File: src/rtl/ex_ctrl_alu_pkg.sv
// rtl/ex_ctrl_alu_pkg.sv - shared encodings for the decode/execute slice
package ex_ctrl_alu_pkg;

  // Primary opcodes, inst[31:26]
  localparam logic [5:0] OP_RTYPE = 6'b000000;
  localparam logic [5:0] OP_J     = 6'b000010;
  localparam logic [5:0] OP_BEQ   = 6'b000100;
  localparam logic [5:0] OP_BNE   = 6'b000101;
  localparam logic [5:0] OP_ADDI  = 6'b001000;
  localparam logic [5:0] OP_LW    = 6'b100011;
  localparam logic [5:0] OP_SW    = 6'b101011;

  // R-type function codes, inst[5:0]
  localparam logic [5:0] FN_ADD = 6'b100000;
  localparam logic [5:0] FN_SUB = 6'b100010;
  localparam logic [5:0] FN_AND = 6'b100100;
  localparam logic [5:0] FN_OR  = 6'b100101;
  localparam logic [5:0] FN_XOR = 6'b100110;
  localparam logic [5:0] FN_NOR = 6'b100111;
  localparam logic [5:0] FN_SLT = 6'b101010;

  // 4-bit ALU operation codes
  localparam logic [3:0] ALU_AND = 4'b0000;
  localparam logic [3:0] ALU_OR  = 4'b0001;
  localparam logic [3:0] ALU_ADD = 4'b0010;
  localparam logic [3:0] ALU_SUB = 4'b0110;
  localparam logic [3:0] ALU_SLT = 4'b0111;
  localparam logic [3:0] ALU_NOR = 4'b1100;
  localparam logic [3:0] ALU_XOR = 4'b1101;

  // aluop encodings from main control to ALU control
  localparam logic [1:0] ALUOP_ADD   = 2'b00;
  localparam logic [1:0] ALUOP_SUB   = 2'b01;
  localparam logic [1:0] ALUOP_FUNCT = 2'b10;
  localparam logic [1:0] ALUOP_ADD2  = 2'b11;

  // Main-control bundle, field order matches the decode table
  typedef struct packed {
    logic       regdst;
    logic       alusrc;
    logic       memtoreg;
    logic       regwrite;
    logic       memread;
    logic       memwrite;
    logic       branch_eq;
    logic       branch_ne;
    logic       jump;
    logic [1:0] aluop;
  } ctrl_t;

  // Map aluop/funct to the ALU operation; unknown funct falls back to add
  function automatic logic [3:0] alu_ctl_decode(input logic [1:0] aluop,
                                                input logic [5:0] funct);
    logic [3:0] op;
    op = ALU_ADD;
    case (aluop)
      ALUOP_ADD:   op = ALU_ADD;
      ALUOP_SUB:   op = ALU_SUB;
      ALUOP_ADD2:  op = ALU_ADD;
      ALUOP_FUNCT: begin
        case (funct)
          FN_ADD:  op = ALU_ADD;
          FN_SUB:  op = ALU_SUB;
          FN_AND:  op = ALU_AND;
          FN_OR:   op = ALU_OR;
          FN_XOR:  op = ALU_XOR;
          FN_NOR:  op = ALU_NOR;
          FN_SLT:  op = ALU_SLT;
          default: op = ALU_ADD;
        endcase
      end
      default:     op = ALU_ADD;
    endcase
    return op;
  endfunction

endpackage

File: src/rtl/ex_ctrl_alu_if.sv
// rtl/ex_ctrl_alu_if.sv - instruction/operand inputs and control/ALU outputs of the slice
interface ex_ctrl_alu_if #(parameter int W = 32);

  // Stage inputs
  logic          flush;
  logic          hold;
  logic [31:0]   inst;
  logic [W-1:0]  rs_data;
  logic [W-1:0]  rt_data;

  // Combinational main control
  logic          regdst;
  logic          branch_eq;
  logic          branch_ne;
  logic          memread;
  logic          memwrite;
  logic          memtoreg;
  logic          regwrite;
  logic          alusrc;
  logic          jump;
  logic [1:0]    aluop;

  // Combinational ALU
  logic [3:0]    aluctl;
  logic [W-1:0]  alu_out;
  logic          zero;

  // Registered copies for the MEM stage
  logic [W-1:0]  alu_out_q;
  logic          zero_q;
  logic          regwrite_q;
  logic          memread_q;
  logic          memwrite_q;
  logic          memtoreg_q;

  // Upstream side: drives instruction and operands, observes results
  modport master (
    output flush, hold, inst, rs_data, rt_data,
    input  regdst, branch_eq, branch_ne, memread, memwrite, memtoreg,
           regwrite, alusrc, jump, aluop, aluctl, alu_out, zero,
           alu_out_q, zero_q, regwrite_q, memread_q, memwrite_q, memtoreg_q
  );

  // The execute slice itself
  modport slave (
    input  flush, hold, inst, rs_data, rt_data,
    output regdst, branch_eq, branch_ne, memread, memwrite, memtoreg,
           regwrite, alusrc, jump, aluop, aluctl, alu_out, zero,
           alu_out_q, zero_q, regwrite_q, memread_q, memwrite_q, memtoreg_q
  );

endinterface

File: src/rtl/ex_ctrl_alu_alu_core.sv
// rtl/ex_ctrl_alu_alu_core.sv - pure combinational W-bit ALU with zero flag
module ex_ctrl_alu_alu_core
  import ex_ctrl_alu_pkg::*;
#(
  parameter int W = 32
) (
  input  logic [3:0]   i_op,
  input  logic [W-1:0] i_a,
  input  logic [W-1:0] i_b,
  output logic [W-1:0] o_y,
  output logic         o_zero
);

  logic w_lt;

  assign w_lt = ($signed(i_a) < $signed(i_b));

  // Operation select; codes with no defined operation produce zero
  always_comb begin
    o_y = '0;
    case (i_op)
      ALU_AND: o_y = i_a & i_b;
      ALU_OR:  o_y = i_a | i_b;
      ALU_ADD: o_y = i_a + i_b;
      ALU_SUB: o_y = i_a - i_b;
      ALU_SLT: o_y = {{(W-1){1'b0}}, w_lt};
      ALU_NOR: o_y = ~(i_a | i_b);
      ALU_XOR: o_y = i_a ^ i_b;
      default: o_y = '0;
    endcase
  end

  assign o_zero = (o_y == '0);

endmodule

File: src/rtl/ex_ctrl_alu.sv
// rtl/ex_ctrl_alu.sv - decode/execute slice: main control, ALU control, ALU and MEM-stage register
module ex_ctrl_alu
  import ex_ctrl_alu_pkg::*;
#(
  parameter int W = 32
) (
  input  logic          i_clk,
  input  logic          i_rst_n,
  ex_ctrl_alu_if.slave  bus
);

  logic [5:0]   w_opcode;
  logic [5:0]   w_funct;
  ctrl_t        w_ctrl;
  logic [3:0]   w_aluctl;
  logic [W-1:0] w_imm_ext;
  logic [W-1:0] w_opb;
  logic [W-1:0] w_alu_out;
  logic         w_zero;

  logic [W-1:0] r_alu_out_q;
  logic         r_zero_q;
  logic         r_regwrite_q;
  logic         r_memread_q;
  logic         r_memwrite_q;
  logic         r_memtoreg_q;

  assign w_opcode = bus.inst[31:26];
  assign w_funct  = bus.inst[5:0];

  // Main control decode; an all-zero word is a NOP even though it looks like R-type
  always_comb begin
    w_ctrl = '0;
    case (w_opcode)
      OP_RTYPE: begin
        if (bus.inst != 32'h0) begin
          w_ctrl.regdst   = 1'b1;
          w_ctrl.regwrite = 1'b1;
          w_ctrl.aluop    = ALUOP_FUNCT;
        end
      end
      OP_LW: begin
        w_ctrl.alusrc   = 1'b1;
        w_ctrl.memtoreg = 1'b1;
        w_ctrl.regwrite = 1'b1;
        w_ctrl.memread  = 1'b1;
        w_ctrl.aluop    = ALUOP_ADD;
      end
      OP_SW: begin
        w_ctrl.alusrc   = 1'b1;
        w_ctrl.memwrite = 1'b1;
        w_ctrl.aluop    = ALUOP_ADD;
      end
      OP_ADDI: begin
        w_ctrl.alusrc   = 1'b1;
        w_ctrl.regwrite = 1'b1;
        w_ctrl.aluop    = ALUOP_ADD;
      end
      OP_BEQ: begin
        w_ctrl.branch_eq = 1'b1;
        w_ctrl.aluop     = ALUOP_SUB;
      end
      OP_BNE: begin
        w_ctrl.branch_ne = 1'b1;
        w_ctrl.aluop     = ALUOP_SUB;
      end
      OP_J: begin
        w_ctrl.jump = 1'b1;
      end
      default: w_ctrl = '0;
    endcase
  end

  // ALU control from aluop and funct
  always_comb begin
    w_aluctl = alu_ctl_decode(w_ctrl.aluop, w_funct);
  end

  // Operand B: sign-extended immediate for memory/immediate ops, else register
  assign w_imm_ext = {{(W-16){bus.inst[15]}}, bus.inst[15:0]};
  assign w_opb     = w_ctrl.alusrc ? w_imm_ext : bus.rt_data;

  ex_ctrl_alu_alu_core #(
    .W (W)
  ) u_alu_core (
    .i_op   (w_aluctl),
    .i_a    (bus.rs_data),
    .i_b    (w_opb),
    .o_y    (w_alu_out),
    .o_zero (w_zero)
  );

  // MEM-stage register: flush inserts a bubble and beats hold
  always_ff @(posedge i_clk or negedge i_rst_n) begin
    if (!i_rst_n) begin
      r_alu_out_q  <= '0;
      r_zero_q     <= 1'b0;
      r_regwrite_q <= 1'b0;
      r_memread_q  <= 1'b0;
      r_memwrite_q <= 1'b0;
      r_memtoreg_q <= 1'b0;
    end else if (bus.flush) begin
      r_alu_out_q  <= '0;
      r_zero_q     <= 1'b0;
      r_regwrite_q <= 1'b0;
      r_memread_q  <= 1'b0;
      r_memwrite_q <= 1'b0;
      r_memtoreg_q <= 1'b0;
    end else if (!bus.hold) begin
      r_alu_out_q  <= w_alu_out;
      r_zero_q     <= w_zero;
      r_regwrite_q <= w_ctrl.regwrite;
      r_memread_q  <= w_ctrl.memread;
      r_memwrite_q <= w_ctrl.memwrite;
      r_memtoreg_q <= w_ctrl.memtoreg;
    end
  end

  assign bus.regdst     = w_ctrl.regdst;
  assign bus.alusrc     = w_ctrl.alusrc;
  assign bus.memtoreg   = w_ctrl.memtoreg;
  assign bus.regwrite   = w_ctrl.regwrite;
  assign bus.memread    = w_ctrl.memread;
  assign bus.memwrite   = w_ctrl.memwrite;
  assign bus.branch_eq  = w_ctrl.branch_eq;
  assign bus.branch_ne  = w_ctrl.branch_ne;
  assign bus.jump       = w_ctrl.jump;
  assign bus.aluop      = w_ctrl.aluop;
  assign bus.aluctl     = w_aluctl;
  assign bus.alu_out    = w_alu_out;
  assign bus.zero       = w_zero;

  assign bus.alu_out_q  = r_alu_out_q;
  assign bus.zero_q     = r_zero_q;
  assign bus.regwrite_q = r_regwrite_q;
  assign bus.memread_q  = r_memread_q;
  assign bus.memwrite_q = r_memwrite_q;
  assign bus.memtoreg_q = r_memtoreg_q;

endmodule

File: src/flat_wrapper.sv
// flat-port wrapper written by rule: the top's interface ports become plain ports
module ex_ctrl_alu_flat import ex_ctrl_alu_pkg::*;
#(
  parameter int W = 32
)
  (i_clk, i_rst_n, bus_flush, bus_hold, bus_inst, bus_rs_data, bus_rt_data, bus_regdst, bus_branch_eq, bus_branch_ne, bus_memread, bus_memwrite, bus_memtoreg, bus_regwrite, bus_alusrc, bus_jump, bus_aluop, bus_aluctl, bus_alu_out, bus_zero, bus_alu_out_q, bus_zero_q, bus_regwrite_q, bus_memread_q, bus_memwrite_q, bus_memtoreg_q);
  ex_ctrl_alu_if #(.W(W)) bus_i ();
  input  logic i_clk;
  input  logic i_rst_n;
  input wire logic [$bits(bus_i.flush)-1:0] bus_flush;
  input wire logic [$bits(bus_i.hold)-1:0] bus_hold;
  input wire logic [$bits(bus_i.inst)-1:0] bus_inst;
  input wire logic [$bits(bus_i.rs_data)-1:0] bus_rs_data;
  input wire logic [$bits(bus_i.rt_data)-1:0] bus_rt_data;
  output wire logic [$bits(bus_i.regdst)-1:0] bus_regdst;
  output wire logic [$bits(bus_i.branch_eq)-1:0] bus_branch_eq;
  output wire logic [$bits(bus_i.branch_ne)-1:0] bus_branch_ne;
  output wire logic [$bits(bus_i.memread)-1:0] bus_memread;
  output wire logic [$bits(bus_i.memwrite)-1:0] bus_memwrite;
  output wire logic [$bits(bus_i.memtoreg)-1:0] bus_memtoreg;
  output wire logic [$bits(bus_i.regwrite)-1:0] bus_regwrite;
  output wire logic [$bits(bus_i.alusrc)-1:0] bus_alusrc;
  output wire logic [$bits(bus_i.jump)-1:0] bus_jump;
  output wire logic [$bits(bus_i.aluop)-1:0] bus_aluop;
  output wire logic [$bits(bus_i.aluctl)-1:0] bus_aluctl;
  output wire logic [$bits(bus_i.alu_out)-1:0] bus_alu_out;
  output wire logic [$bits(bus_i.zero)-1:0] bus_zero;
  output wire logic [$bits(bus_i.alu_out_q)-1:0] bus_alu_out_q;
  output wire logic [$bits(bus_i.zero_q)-1:0] bus_zero_q;
  output wire logic [$bits(bus_i.regwrite_q)-1:0] bus_regwrite_q;
  output wire logic [$bits(bus_i.memread_q)-1:0] bus_memread_q;
  output wire logic [$bits(bus_i.memwrite_q)-1:0] bus_memwrite_q;
  output wire logic [$bits(bus_i.memtoreg_q)-1:0] bus_memtoreg_q;
  assign bus_i.flush = bus_flush;
  assign bus_i.hold = bus_hold;
  assign bus_i.inst = bus_inst;
  assign bus_i.rs_data = bus_rs_data;
  assign bus_i.rt_data = bus_rt_data;
  assign bus_regdst = bus_i.regdst;
  assign bus_branch_eq = bus_i.branch_eq;
  assign bus_branch_ne = bus_i.branch_ne;
  assign bus_memread = bus_i.memread;
  assign bus_memwrite = bus_i.memwrite;
  assign bus_memtoreg = bus_i.memtoreg;
  assign bus_regwrite = bus_i.regwrite;
  assign bus_alusrc = bus_i.alusrc;
  assign bus_jump = bus_i.jump;
  assign bus_aluop = bus_i.aluop;
  assign bus_aluctl = bus_i.aluctl;
  assign bus_alu_out = bus_i.alu_out;
  assign bus_zero = bus_i.zero;
  assign bus_alu_out_q = bus_i.alu_out_q;
  assign bus_zero_q = bus_i.zero_q;
  assign bus_regwrite_q = bus_i.regwrite_q;
  assign bus_memread_q = bus_i.memread_q;
  assign bus_memwrite_q = bus_i.memwrite_q;
  assign bus_memtoreg_q = bus_i.memtoreg_q;
  ex_ctrl_alu #(.W(W)) u_core (.i_clk(i_clk), .i_rst_n(i_rst_n), .bus(bus_i));
endmodule
File: config.mk
export PLATFORM = sky130hd
export DESIGN_NAME = ex_ctrl_alu_flat
export DESIGN_NICKNAME = d
export VERILOG_FILES = /design/src/rtl/ex_ctrl_alu_pkg.sv /design/src/rtl/ex_ctrl_alu_if.sv /design/src/rtl/ex_ctrl_alu_alu_core.sv /design/src/rtl/ex_ctrl_alu.sv /design/src/flat_wrapper.sv
export SDC_FILE = /design/constraint.sdc
export NUM_CORES = 1
export LEC_CHECK = 0
export ABC_CLOCK_PERIOD_IN_PS = 24000
export CAP_MARGIN = 30
export CORE_AREA = 2 2 129 131
export DETAILED_ROUTE_END_ITERATION = 10
export DIE_AREA = 0 0 131 133
export PLACE_DENSITY = 0.81
export SYNTH_ARGS = -nofsm -noshare
export SYNTH_HDL_FRONTEND = slang
export SYNTH_HIERARCHICAL = 1
export SYNTH_SLANG_ARGS = --single-unit
export TNS_END_PERCENT = 10
File: constraint.sdc
create_clock -name i_clk -period 24 [get_ports i_clk]
set_clock_uncertainty 0.05 [all_clocks]
set_input_delay 7.2 -clock i_clk [delete_from_list [all_inputs] [get_ports i_clk]]
set_output_delay 7.2 -clock i_clk [all_outputs]
set_load 0.05 [all_outputs]
* Word level (Yosys, flattened, before mapping)
Cells that the tools add are included.
** Word-level totals
- Flip-flop bits (word level) :: 36
- Bits of input ports :: 100
- Output and inout bits :: 85
- Word-level logic and storage cells :: 68
** Cells by class
- Add/subtract/negate cells :: 2
- $lt $le $gt $ge :: 1
- Equal/unequal tests :: 22
- Muxes and demuxes :: 25
- Bitwise operators :: 4
- Reduce and logical (&&, ||, !) cells :: 9
** Operator list (count)
- 32-bit one-hot mux with 7 select lines :: 1
- 32-bit two-way mux :: 3
- 6-bit equality test (second input constant) :: 8
- 32-bit adder :: 1
- 32-bit bitwise AND :: 1
- 32-bit zero test :: 1
- 32-bit less-than comparator :: 1
- 32-bit NOT :: 1
- 32-bit OR :: 1
- 32-bit nonzero test :: 1
- 32-bit subtractor :: 1
- 32-bit XOR :: 1
- 4-bit one-hot mux with 6 select lines :: 1
- 1-bit two-way mux :: 16
- 6-bit by 3-bit equality test with 1-bit output (second input constant) :: 2
- 4-bit one-hot mux with 3 select lines :: 1
- 4-bit by 3-bit equality test with 1-bit output (second input constant) :: 2
- 4-bit equality test (second input constant) :: 2
- 6-bit by 2-bit equality test with 1-bit output (second input constant) :: 1
- 6-bit by 4-bit equality test with 1-bit output (second input constant) :: 1
- 6-bit zero test :: 1
- 2-bit OR reduction :: 3
- 2-bit equality test (second input constant) :: 2
- 4-bit by 1-bit equality test with 1-bit output (second input constant) :: 1
- other kinds (9) :: 9

* Longest topological paths before layout
- Word-level depth :: 11
- Gate-level depth with buffers :: 23
- Gate-level depth less buffers :: 21

* Modules after synthesis
Netlist, hierarchy kept.
** Modules (own cells, without submodules)
- ex_ctrl_alu_alu_core :: instances 1, cells an instance 886, area each 5780.5 um^2, seq. area each 0.0 um^2
- ex_ctrl_alu :: instances 1, cells an instance 249, area each 2074.5 um^2, seq. area each 900.9 um^2

* Worst setup path before layout
OpenSTA, ideal clock, no wires.
- Path type :: input port to output port
- Start point :: input bus_inst[29]
- End point :: output bus_zero
- Arrival time :: 13.727 ns
- Path slack :: 3.023 ns
- Stages :: 21
- Path buffers :: 4
- Cells stage by stage :: or4_4 nor3_2 o21ai_2 inv_1 ha_1 nand3_1 nor3b_1 clkbuf_1 clkbuf_1 nor3b_1 nand2_1 buf_2 buf_1 o221ai_1 nor3_1 nand3_1 nor4_1 nand4b_1 nor4_2 nand4b_1 nor4_2
** Between the ends
- Word-level cells in the longest chain between the ends :: 9
- Elaborated cells on any way between the ends :: 35
** RTL lines
- start: declaration :: RTL line flat_wrapper.sv:12 : input wire logic [$bits(bus_i.inst)-1:0] bus_inst;
- 32-bit nonzero test / 6-bit by 3-bit equality test with 1-bit output (equally long branches) :: RTL line ex_ctrl_alu.sv:36, ex_ctrl_alu.sv:34
- 2-bit two-way mux / 2-bit OR reduction (equally long branches)
- 2-bit one-hot mux with 2 select lines (*) :: RTL line ex_ctrl_alu.sv:34 : case (w_opcode)
- named net bus_aluop[1] :: RTL line flat_wrapper.sv:24 : output wire logic [$bits(bus_i.aluop)-1:0] bus_aluop;
- 2-bit equality test / 2-bit zero test (equally long branches) :: RTL line ex_ctrl_alu_pkg.sv:56 : case (aluop)
- 2-bit OR reduction (no source line)
- 4-bit one-hot mux with 3 select lines (*) :: RTL line ex_ctrl_alu_pkg.sv:56
- named net bus_aluctl[3] :: RTL line flat_wrapper.sv:25 : output wire logic [$bits(bus_i.aluctl)-1:0] bus_aluctl;
- 4-bit equality test, or another cell as far along :: RTL line ex_ctrl_alu_alu_core.sv:21 : case (i_op)
- 32-bit one-hot mux with 7 select lines (*) :: RTL line ex_ctrl_alu_alu_core.sv:21
- named net bus_alu_out[1] :: RTL line flat_wrapper.sv:26 : output wire logic [$bits(bus_i.alu_out)-1:0] bus_alu_out;
- 32-bit zero test (*) :: RTL line ex_ctrl_alu_alu_core.sv:33 : assign o_zero = (o_y == '0);
- end: declaration :: RTL line flat_wrapper.sv:27 : output wire logic [$bits(bus_i.zero)-1:0] bus_zero;
Mark *: on every way through the listed nets, which the timed path passes. The rest lies on a longest branch.

* Final worst setup path
- Start point :: input bus_inst[26]
- End point :: output bus_zero
** Between the ends
- Elaborated cells on any way between the ends :: 35
** RTL lines
- 6-bit equality test / 6-bit by 4-bit equality test with 1-bit output (equally long branches) :: RTL line ex_ctrl_alu.sv:34
- 3-bit OR reduction (no source line) (*)
- 1-bit two-way mux (*) :: RTL line ex_ctrl_alu.sv:34
- 32-bit two-way mux (*) :: RTL line ex_ctrl_alu.sv:81 : assign w_opb = w_ctrl.alusrc ? w_imm_ext : bus.rt_data;
- named net u_core.w_opb[15] :: RTL line ex_ctrl_alu.sv:17 : logic [W-1:0] w_opb;
- parallel branches: the longest is 2 deep, another holds 32-bit subtractor
- 32-bit one-hot mux with 7 select lines (*) :: RTL line ex_ctrl_alu_alu_core.sv:21
- 32-bit zero test (*) :: RTL line ex_ctrl_alu_alu_core.sv:33
Mark *: on every way through the listed nets, which the timed path passes.

==> results.txt <==
The run finished with clean final reports. Pin placement for this block handled 185 I/O pins. With fillers left out, the area of the finished cells amounts to 10,000 sq um.

The highest cell delay on the worst timing path is 0.88 ns, and the vertical die dimension is 133 microns. The tools report the number of failing hold endpoints at the final stage as 0. For the required time of the critical path, the log shows 16.75 ns. Via-per-instance ratio: 6.27.

The max-slew violation count was 0. The unique cell type count in the Yosys netlist came out at 92. The post-synthesis mux area share was 0.0484.

Broken down by cell family, the worst path's largest delay share belongs to simple AND/OR/NAND/NOR gates. On the final layout, the worst hold slack is 0.468 ns. The run gives 7860 sq um as the cell area after synthesis. The critical path goes through clkdlybuf4s50_1, and3_1, o21ai_2, buf_4, inv_2, nand2_2, nand2_1, inv_1, ha_1, or4_1, nand2b_1, or3_1, o32ai_1, nor2_1, and3_1, o21ai_1, mux2i_1, o21ai_0, or4_1, nor4_2, clkdlybuf4s50_1. Post-detailed-route wirelength per cell: 19.9 microns. The die covers 17,400 sq um. The flip-flop cell with the highest count after synthesis is dfrtp_1. STA classifies the critical path endpoint as an output port.

The die width was 131 microns; the number of antenna repair diodes was 0. Buffers added to address setup during post-CTS repair amount to 0. A synthesized cell averages 6.92 sq um. The top-area cell type share of the netlist area works out to 0.156.

The logs give 1,495 for the number of standard cells in the final layout excluding fillers and 0 for the number of nets with antenna violations after detailed routing. After synthesis the netlist holds a flip-flop and latch count of 36. The logs give 12,500 microns for the detailed-route wire length on metal 1 and 0.28 ns for the later-pin clock latency in the skew report. For the number of clock buffers inserted by TritonCTS, the log shows 5.

Share of synthesized area occupied by flip-flops and latches: 0.115. The initial standard-cell utilization of the core was 0.486. The first global-routing pass estimated 46,400 microns of wire. Leaving out fill and tap cells, the most frequent cell in the layout is clkdlybuf4s50_1. Of all cell types, the one taking the most synthesized area is ha_1.

For the peak ir drop on the vdd network, the log shows 33.2 uV. Combined buffer and inverter count along the critical path: 5. TritonCTS built the clock tree.

The run gives 0 as the initial antenna violation count. The top cell types in the final layout, fill and taps aside, are clkdlybuf4s50_1, nand2_1, nor2_1, inv_1, ha_1. In this run the worst hold path is classified as reg2reg.

For the maximum clock rate, the log shows 47.2 MHz. Power spread over the standard cell area amounts to 45.2 nW/um^2. Yosys attributes the largest share of cell area to ha_1, dfrtp_1, nand2_1. Setup repair after global routing left no endpoint under its margin. The net count after synthesis came out at 1,335. In the synthesized netlist, the number of instances is 1,135.

Compared with the post-synthesis result, the final layout area differs by 27.4%. The proportion of layout cells with a drive suffix above 1 works out to 0.0502. The root buffer cell was clkbuf_16. Start-to-end type of the worst setup path: in2out. For the pin with the worst max-slew slack, the measured transition is 1.05 ns. The number of gates resized after CTS was 0. In this run the worst path has a maximum fanout of 34. For this run, the detailed router's first-pass iteration total came to 5.

Data on the critical path arrives at its endpoint at 13.95 ns. Summed over all nets, wire length on met3 after detailed routing comes to 2240 microns. The run gives 22,900 microns as the half-perimeter wire length after detailed placement. In this run the deepest clock path goes through 2 buffers. By area, the combinational part of the netlist is dominated by compound AO/OA/AOI/OAI gates.

The DRC marker count from the first detailed-route iteration is 1,064. Leakage power: 4.59 nW. For the detailed-route wire length, the log shows 29,700 microns.

The area share of and/or/nand/nor cells after synthesis is 0.267, and the final total negative setup slack is 0 ns. The number of placed instances, taps included, is 1,486. In the post-route analysis, the smallest setup slack over all paths is 2.80 ns. The critical path startpoint category is an input pin.

The fraction of the mapped netlist area in adder cells is 0.161. Detailed routing inserted a total of 9,371 vias. The area after detailed placement is 9820 sq um, and the area share of xor/xnor cells in the synthesized design is 0.00669.

The clock transition at the registers of the reported paths works out to 0.05 ns. The tool flagged a number of max-cap violations equal to 0. The floorplan has 47 rows.

For this run, design rule violations remaining after detail routing come to 0. Global routing finished with a remaining overflow of 0. After detailed routing, the met2 layer carries 13,800 microns of wire.

Entering global routing, the biggest net connects 37 pins. The remaining max-slew budget at the tightest pin came out at 0.301. The H-tree was split into 2 levels. For the via count of the first global-routing pass, the log shows 8,909. The tree built by TritonCTS fans out to 36 sinks.

The clock period minus worst slack came out at 21.20 ns. In the final design database the tool counted 1,474 nets. Buffers inserted to repair hold after CTS numbered 0. Setup violations remaining at the end of the flow were counted as 0. The logs give 16,200 sq um for the placeable core area and 2.86 ns for the post-place setup slack.

The fraction of the mapped netlist area in compound gates is 0.312. The share of the clock period used by the worst path after layout was 0.883. During synthesis, Yosys emitted a total of 6 warnings. Signal routing reaches up to met4. Counting flops with a built-in enable in the synthesized netlist gives 0. Routability-driven placement finished with a final weighted congestion of 1.01. Input and output buffers added on the ports amount to 184.

For this design, the slowest cell found on the critical path is clkdlybuf4s50_1. The share of flip-flops with an asynchronous set or reset was 1.00. The tools report the overall routing resource usage as 0.332.
synth_stat cells, types with 5 or more instances:
library cell,n
a2111oi_0,9
a211oi_1,12
a21o_1,18
a21oi_1,71
a221o_1,17
a221oi_1,13
a22oi_1,17
a31oi_1,10
and2_1,6
and3_1,6
buf_2,18
clkbuf_1,45
dfrtp_1,36
ha_1,98
inv_1,105
mux2i_1,38
nand2_1,143
nand2b_1,5
nand3_1,21
nand4_1,9
nor2_1,128
nor2b_1,21
nor3_1,31
nor3b_1,5
nor4_1,18
o2111ai_1,7
o211ai_1,16
o21a_1,8
o21ai_0,47
o21bai_1,7
o221ai_1,5
o22ai_1,7
o31a_1,6
o31ai_1,10
or3_1,8
xnor2_1,5
sequential cells by signal (all words and copies together), names as in the netlist:
signal / count
u_core/bus.alu_out_q: 32
u_core/bus.memtoreg_q: 1
u_core/bus.memwrite_q: 1
u_core/bus.regwrite_q: 1
u_core/bus.zero_q: 1
worst paths after layout:
check                                                          start                                   end  slack [ns]  depth (start not counted)
worst max-delay path                                    bus_inst[26]                              bus_zero        2.80                         21
worst min-delay path            u_core/bus.alu_out_q[14]$_DFFE_PN0P_  u_core/bus.alu_out_q[14]$_DFFE_PN0P_        0.47                          2
worst max register to register  u_core/bus.alu_out_q[18]$_DFFE_PN0P_  u_core/bus.alu_out_q[18]$_DFFE_PN0P_       23.19                          2
worst min register to register  u_core/bus.alu_out_q[14]$_DFFE_PN0P_  u_core/bus.alu_out_q[14]$_DFFE_PN0P_        0.47                          2
max in group asynchronous                                    i_rst_n   u_core/bus.alu_out_q[5]$_DFFE_PN0P_       16.27                          2
min in group asynchronous                                    i_rst_n  u_core/bus.alu_out_q[29]$_DFFE_PN0P_        7.29                          2
where the power goes:
part / total, mW / internal (mW) / switching, mW
clock: 0.0740 / 0.0488 / 0.0252
sequential: 0.0705 / 0.0670 / 0.00355
combinational: 0.308 / 0.108 / 0.200
total: 0.453 / 0.224 / 0.229
area by class of cell:
cell class / instances / area [sq um]
Timing Repair Buffer: 201 / 1990
Inverter: 108 / 405
Tap cell: 220 / 275
Sequential cell: 36 / 901
Fill cell: 1503 / 6160
Clock buffer: 6 / 129
Clock inverter: 2 / 35.0
Multi-Input combinational cell: 922 / 6270
worst min-delay path: stages, from the launching register on:
cell and delay [ns]:
dfrtp_1 0.34, mux2i_1 0.07, nor2_1 0.07
per-stage QoR:
stage	util	total power, mW
2_1_floorplan	-	0.271
3_3_place_gp	0.606	0.372
3_5_place_dp	0.607	0.373
4_1_cts	0.617	0.449
5_1_grt	0.619	0.476
6_report	0.619	0.453
metal layers:
| layer | GRT usage | vias up |
|---|---|---|
| li1 | - | 4380 |
| met1 | 0.446 | 4391 |
| met2 | 0.540 | 514 |
| met3 | 0.0429 | 86 |
| met4 | 0.123 | 0 |
| met5 | 0 | - |
logic make-up (layout without fill, tap and decap cells):
group / Yosys count / after routing
flip-flops: 36 / 36
XOR/XNOR: 6 / 6
adder cells (fa/ha/maj): 100 / 100
AND/OR/NAND/NOR: 438 / 438
buffers and inverters: 177 / 317
multiplexers: 38 / 38
AO/OA/AOI/OAI: 340 / 340
Power figures use the tool's default switching activity.
